`src/rtl/mem_bus_arbiter.sv`:
```
// Two-master (IF / MEM) arbiter for a single ack-handshaked memory bus.
// Registers the winning request onto the bus and returns a registered ack, read data and timeout error.
module mem_bus_arbiter #(
  parameter int ADDR_W      = 32,
  parameter int DATA_W      = 32,
  parameter int TIMEOUT_CYC = 16
) (
  input  logic              clk,
  input  logic              rst,
  input  logic              if_req,
  input  logic [ADDR_W-1:0] if_addr,
  output logic [DATA_W-1:0] if_rdata,
  output logic              if_ack,
  input  logic              dm_req,
  input  logic              dm_we,
  input  logic [3:0]        dm_sel,
  input  logic [ADDR_W-1:0] dm_addr,
  input  logic [DATA_W-1:0] dm_wdata,
  output logic [DATA_W-1:0] dm_rdata,
  output logic              dm_ack,
  output logic              bus_cyc,
  output logic              bus_stb,
  output logic              bus_we,
  output logic [3:0]        bus_sel,
  output logic [ADDR_W-1:0] bus_addr,
  output logic [DATA_W-1:0] bus_wdata,
  input  logic [DATA_W-1:0] bus_rdata,
  input  logic              bus_ack,
  output logic              bus_err,
  output logic              stallreq_if,
  output logic              stallreq_mem
);

  typedef enum logic [1:0] {IDLE, BUS_IF, BUS_DM, DONE} state_t;

  localparam logic [7:0] TO_LAST = 8'(TIMEOUT_CYC - 1);

  state_t            r_state;
  logic              r_last_dm;
  logic [7:0]        r_cnt;
  logic              r_stb;
  logic              r_we;
  logic [3:0]        r_sel;
  logic [ADDR_W-1:0] r_addr;
  logic [DATA_W-1:0] r_wdata;
  logic [DATA_W-1:0] r_if_rdata;
  logic [DATA_W-1:0] r_dm_rdata;
  logic              r_if_ack;
  logic              r_dm_ack;
  logic              r_err;
  logic              w_grant_dm;

  // Under contention dm wins unless it won last time, so the two alternate.
  assign w_grant_dm = dm_req && (!if_req || !r_last_dm);

  always_ff @(posedge clk or negedge rst) begin
    if (!rst) begin
      r_state    <= IDLE;
      r_last_dm  <= 1'b0;
      r_cnt      <= '0;
      r_stb      <= 1'b0;
      r_we       <= 1'b0;
      r_sel      <= '0;
      r_addr     <= '0;
      r_wdata    <= '0;
      r_if_rdata <= '0;
      r_dm_rdata <= '0;
      r_if_ack   <= 1'b0;
      r_dm_ack   <= 1'b0;
      r_err      <= 1'b0;
    end else begin
      r_if_ack <= 1'b0;
      r_dm_ack <= 1'b0;
      r_err    <= 1'b0;
      case (r_state)
        IDLE: begin
          if (w_grant_dm) begin
            r_addr    <= dm_addr;
            r_we      <= dm_we;
            r_sel     <= dm_sel;
            r_wdata   <= dm_wdata;
            r_stb     <= 1'b1;
            r_cnt     <= '0;
            r_last_dm <= 1'b1;
            r_state   <= BUS_DM;
          end else if (if_req) begin
            r_addr    <= if_addr;
            r_we      <= 1'b0;
            r_sel     <= 4'hF;
            r_wdata   <= '0;
            r_stb     <= 1'b1;
            r_cnt     <= '0;
            r_last_dm <= 1'b0;
            r_state   <= BUS_IF;
          end
        end
        BUS_IF, BUS_DM: begin
          if (bus_ack) begin
            r_stb   <= 1'b0;
            r_state <= DONE;
            if (r_state == BUS_IF) begin
              r_if_rdata <= bus_rdata;
              r_if_ack   <= 1'b1;
            end else begin
              if (!r_we) r_dm_rdata <= bus_rdata;
              r_dm_ack <= 1'b1;
            end
          end else if (r_cnt == TO_LAST) begin
            // Abort: the requester still gets its ack so the pipeline unfreezes.
            r_stb   <= 1'b0;
            r_err   <= 1'b1;
            r_state <= DONE;
            if (r_state == BUS_IF) begin
              r_if_rdata <= '0;
              r_if_ack   <= 1'b1;
            end else begin
              r_dm_rdata <= '0;
              r_dm_ack   <= 1'b1;
            end
          end else begin
            r_cnt <= r_cnt + 8'd1;
          end
        end
        DONE:    r_state <= IDLE;
        default: r_state <= IDLE;
      endcase
    end
  end

  assign bus_cyc      = r_stb;
  assign bus_stb      = r_stb;
  assign bus_we       = r_we;
  assign bus_sel      = r_sel;
  assign bus_addr     = r_addr;
  assign bus_wdata    = r_wdata;
  assign bus_err      = r_err;
  assign if_rdata     = r_if_rdata;
  assign if_ack       = r_if_ack;
  assign dm_rdata     = r_dm_rdata;
  assign dm_ack       = r_dm_ack;
  assign stallreq_if  = if_req & ~r_if_ack;
  assign stallreq_mem = dm_req & ~r_dm_ack;

endmodule

```
`config.mk`:
```
export PLATFORM = sky130hd
export DESIGN_NAME = mem_bus_arbiter
export DESIGN_NICKNAME = d
export VERILOG_FILES = /design/src/rtl/mem_bus_arbiter.sv
export SDC_FILE = /design/constraint.sdc
export NUM_CORES = 1
export LEC_CHECK = 0
export BUFFER_PORTS_ARGS = -buffer_cell sky130_fd_sc_hd__buf_4
export CORE_MARGIN = 5
export CORE_UTILIZATION = 42
export CTS_CLUSTER_SIZE = 30
export DETAILED_ROUTE_END_ITERATION = 16
export PLACE_DENSITY_LB_ADDON = 0.12
export SLEW_MARGIN = 20
export SYNTH_ARGS = -nofsm -noshare
export SYNTH_HDL_FRONTEND = slang
export SYNTH_SLANG_ARGS = --single-unit
```
`constraint.sdc`:
```
create_clock -name clk -period 1.73 [get_ports clk]
set_input_delay 0.346 -clock clk [delete_from_list [all_inputs] [get_ports clk]]
set_output_delay 0.346 -clock clk [all_outputs]
set_load 0.1 [all_outputs]
```
==> impl_metrics.ini <==
[critical_path]
path_class = flip-flop to flip-flop
crit_path_top_delay_cell = dfrtp_1
cp.buffers_inverters = 1
end_kind = flip-flop
rr_startpoint = r_cnt[5]
cp.depth = 5
required_ps = 2020
path_delay_family = simple AND/OR/NAND/NOR gates
arrival_ps = 2060
critPathMaxFanout = 33
cp-startpoint = r_cnt[5]
critPathMaxStageDelay_ps = 400
cp_cell_sequence = nor4_4 -> a21oi_2 -> or3_4 -> buf_12 -> a22o_1
reg2reg_depth = 5
cp-start-kind = flip-flop

[timing]
slew_viol_final = 0
max_slew_margin_pct = 68.0
fin_ws_ps = -34.7
finClkSkew_ps = 6.78
fin_crit_sh_pct = 102
fmax_ghz = 0.567
worst-slew-pin-transition_ps = 480
rsz0062_at_grt = true
min_period_ps = 1760
finalSetupTns_ps = -304
whs_ps = 144
hold_viol_final = 0
setup_viol = 30

[outcome]
outcome = complete, but fails checks
violations = negative setup slack

[clock_network]
cts_root_buffer = clkbuf_16
clockBufferDepth = 2
cts_tree = yes
cts_sinks = 148
clk_pin_slew_ps = 60
htreeDepth = 4
insertion_delay_ps = 410
cts_made_buffers = 17

[layout]
final_area_sq_mm = 0.00942
fin_nets = 925
layout-drive-gt1-share_pct = 46.5
diodes = 0
synthToLayoutAreaGrowth_pct = 53.6
fill_cells = 1167

[synthesis]
postSynthAreaPerCell_sq_um = 12.5
synth_seq_cells = 148
synth.area.top_cells = dfrtp_1 (60%), a22o_1 (18%), mux2i_1 (5.2%)
syn_inst = 492
synth_top_area_share_pct = 60.4
synthTopCellsByCount = dfrtp_1 (148), a22o_1 (129), nand2_1 (40)
yosys.area.top_type = dfrtp_1
synth_edf_count = 0
synthFlopType = dfrtp_1
yosys_warnings = 0
ys_async_sr_fraction_pct = 100
yosysMostFrequentCell = dfrtp_1
syn_area_sq_mm = 0.00613
synth_cell_type_count = 34
seq_area_frac_synth_pct = 60.4
synth_nets = 633

[global_route]
grt_pass1_vias = 5286
grt_max_degree = 50
grt_first_pass_wirelength_um = 27700
grt_use_total_pct = 20.9
grt_remaining_overflow = 0
antenna_found_initial = 0

[run]
maxCapViolCount = 0

[routing]
routed_wl_um = 18500
ant_nets = 0
drt_iter0_markers = 264
routed_via_density = 5.28
post-route-drc-count = 0
vias = 5181
drtPass1Iterations = 4
post_drt_wl_per_cell_um = 18.8

[worst_hold_path]
hold_class = input port to flip-flop
hp-start = dm_wdata[31]
holdPathStages = 2

[floorplanning]
dieArea_sq_mm = 0.0171
die_y_um = 131
rows = 44
start_util_pct = 42.5
dieWidth_um = 131
core-area_sq_mm = 0.0144
ios = 278

[placement]
port_buffers = 277
placed_area_sq_mm = 0.00862
gp_congestion = 0.780
place_hpwl_um = 13400
place_ws_ps = -82.6
[routing by layer]
metal  vias to the layer above  GRT usage [%]  wire length (um)  part of all wire [%]
met5                         -              0                 0                     0
met4                         0           6.05               224                   1.2
met3                        15           5.49              1360                   7.3
met2                       191           35.8              9620                    52
met1                      2549           26.2              7290                    39
li1                       2426              -                 -                     -
[area by class of cell]
type	instances	area (sq um)	area share, %
Sequential cell	148	3710	39.4
Inverter	8	30.0	0.319
Timing Repair Buffer	319	2570	27.3
Clock buffer	19	443	4.70
Multi-Input combinational cell	290	2260	24.0
Tap cell	184	230	2.44
Clock inverter	13	181	1.93
[registers in the layout, indices dropped and copies added (netlist names), 2 cells and up]
name and cells:
r_state 2, if_rdata 32, bus_sel 4, dm_rdata 32, bus_addr 32, r_cnt 8, bus_wdata 32
[placed cells by master, fill, tap and decap left out, types with 2 or more instances in the layout]
| cell | Yosys | layout |
|---|---|---|
| mux2i_1 | 32 | 32 |
| clkbuf_16 | 0 | 19 |
| o22a_1 | 4 | 4 |
| nand2_1 | 40 | 40 |
| nand2b_1 | 3 | 2 |
| clkinvlp_4 | 0 | 2 |
| a22o_1 | 129 | 129 |
| inv_2 | 0 | 3 |
| buf_4 | 1 | 302 |
| buf_6 | 5 | 4 |
| dfrtp_1 | 148 | 146 |
| mux2_2 | 2 | 2 |
| a31oi_1 | 5 | 4 |
| o21ai_0 | 35 | 34 |
| and2_1 | 2 | 2 |
| buf_12 | 0 | 9 |
| and3_1 | 4 | 3 |
| clkinv_2 | 0 | 4 |
| inv_1 | 8 | 5 |
| nor2b_4 | 0 | 2 |
| nor2_1 | 3 | 3 |
| ha_1 | 3 | 2 |
| dfrtp_2 | 0 | 2 |
| bufinv_16 | 0 | 4 |
| nand3_1 | 4 | 4 |
| a21oi_1 | 6 | 5 |
| clkinv_4 | 0 | 2 |
| a41oi_1 | 3 | 2 |
[worst paths after layout]
path,slack (ps),to
worst min-delay path,140,bus_wdata[31]
worst min register to register,480,bus_addr[4]
worst max register to register,-30,dm_rdata[15]
min in group asynchronous,450,dm_rdata[10]
worst max-delay path,-30,dm_rdata[15]
max in group asynchronous,720,dm_rdata[18]
[cell families (layout without fill, tap and decap cells)]
logic type	count (synthesis)	after routing	synth area share (%)
multiplexers	34	34	5.59
adder cells (fa/ha/maj)	3	3	0.612
flip-flops	148	148	60.4
AO/OA/AOI/OAI	188	188	24.1
buffers and inverters	54	359	4.24
AND/OR/NAND/NOR	65	65	5.06
[through the flow]
step,utilization [%],cells
floorplan,-,492
global placement,59.8,940
global route,65.3,981
detailed placement,59.8,940
CTS,64.4,975
finish,65.3,981
[what timing repair did]
action / CTS / global route
endpoints found under the hold margin: 43 / 0
pin swaps: 2 / 36
resized for setup: 4 / 10
endpoints found under the setup margin: 33 / 71
setup buffers: 2 / 3
hold buffers: 1 / 0
cloned: 0 / 3
Power is left out: the tool's default activity adds up to more than one toggle a clock period on the data nets, which glitch-free logic cannot reach.
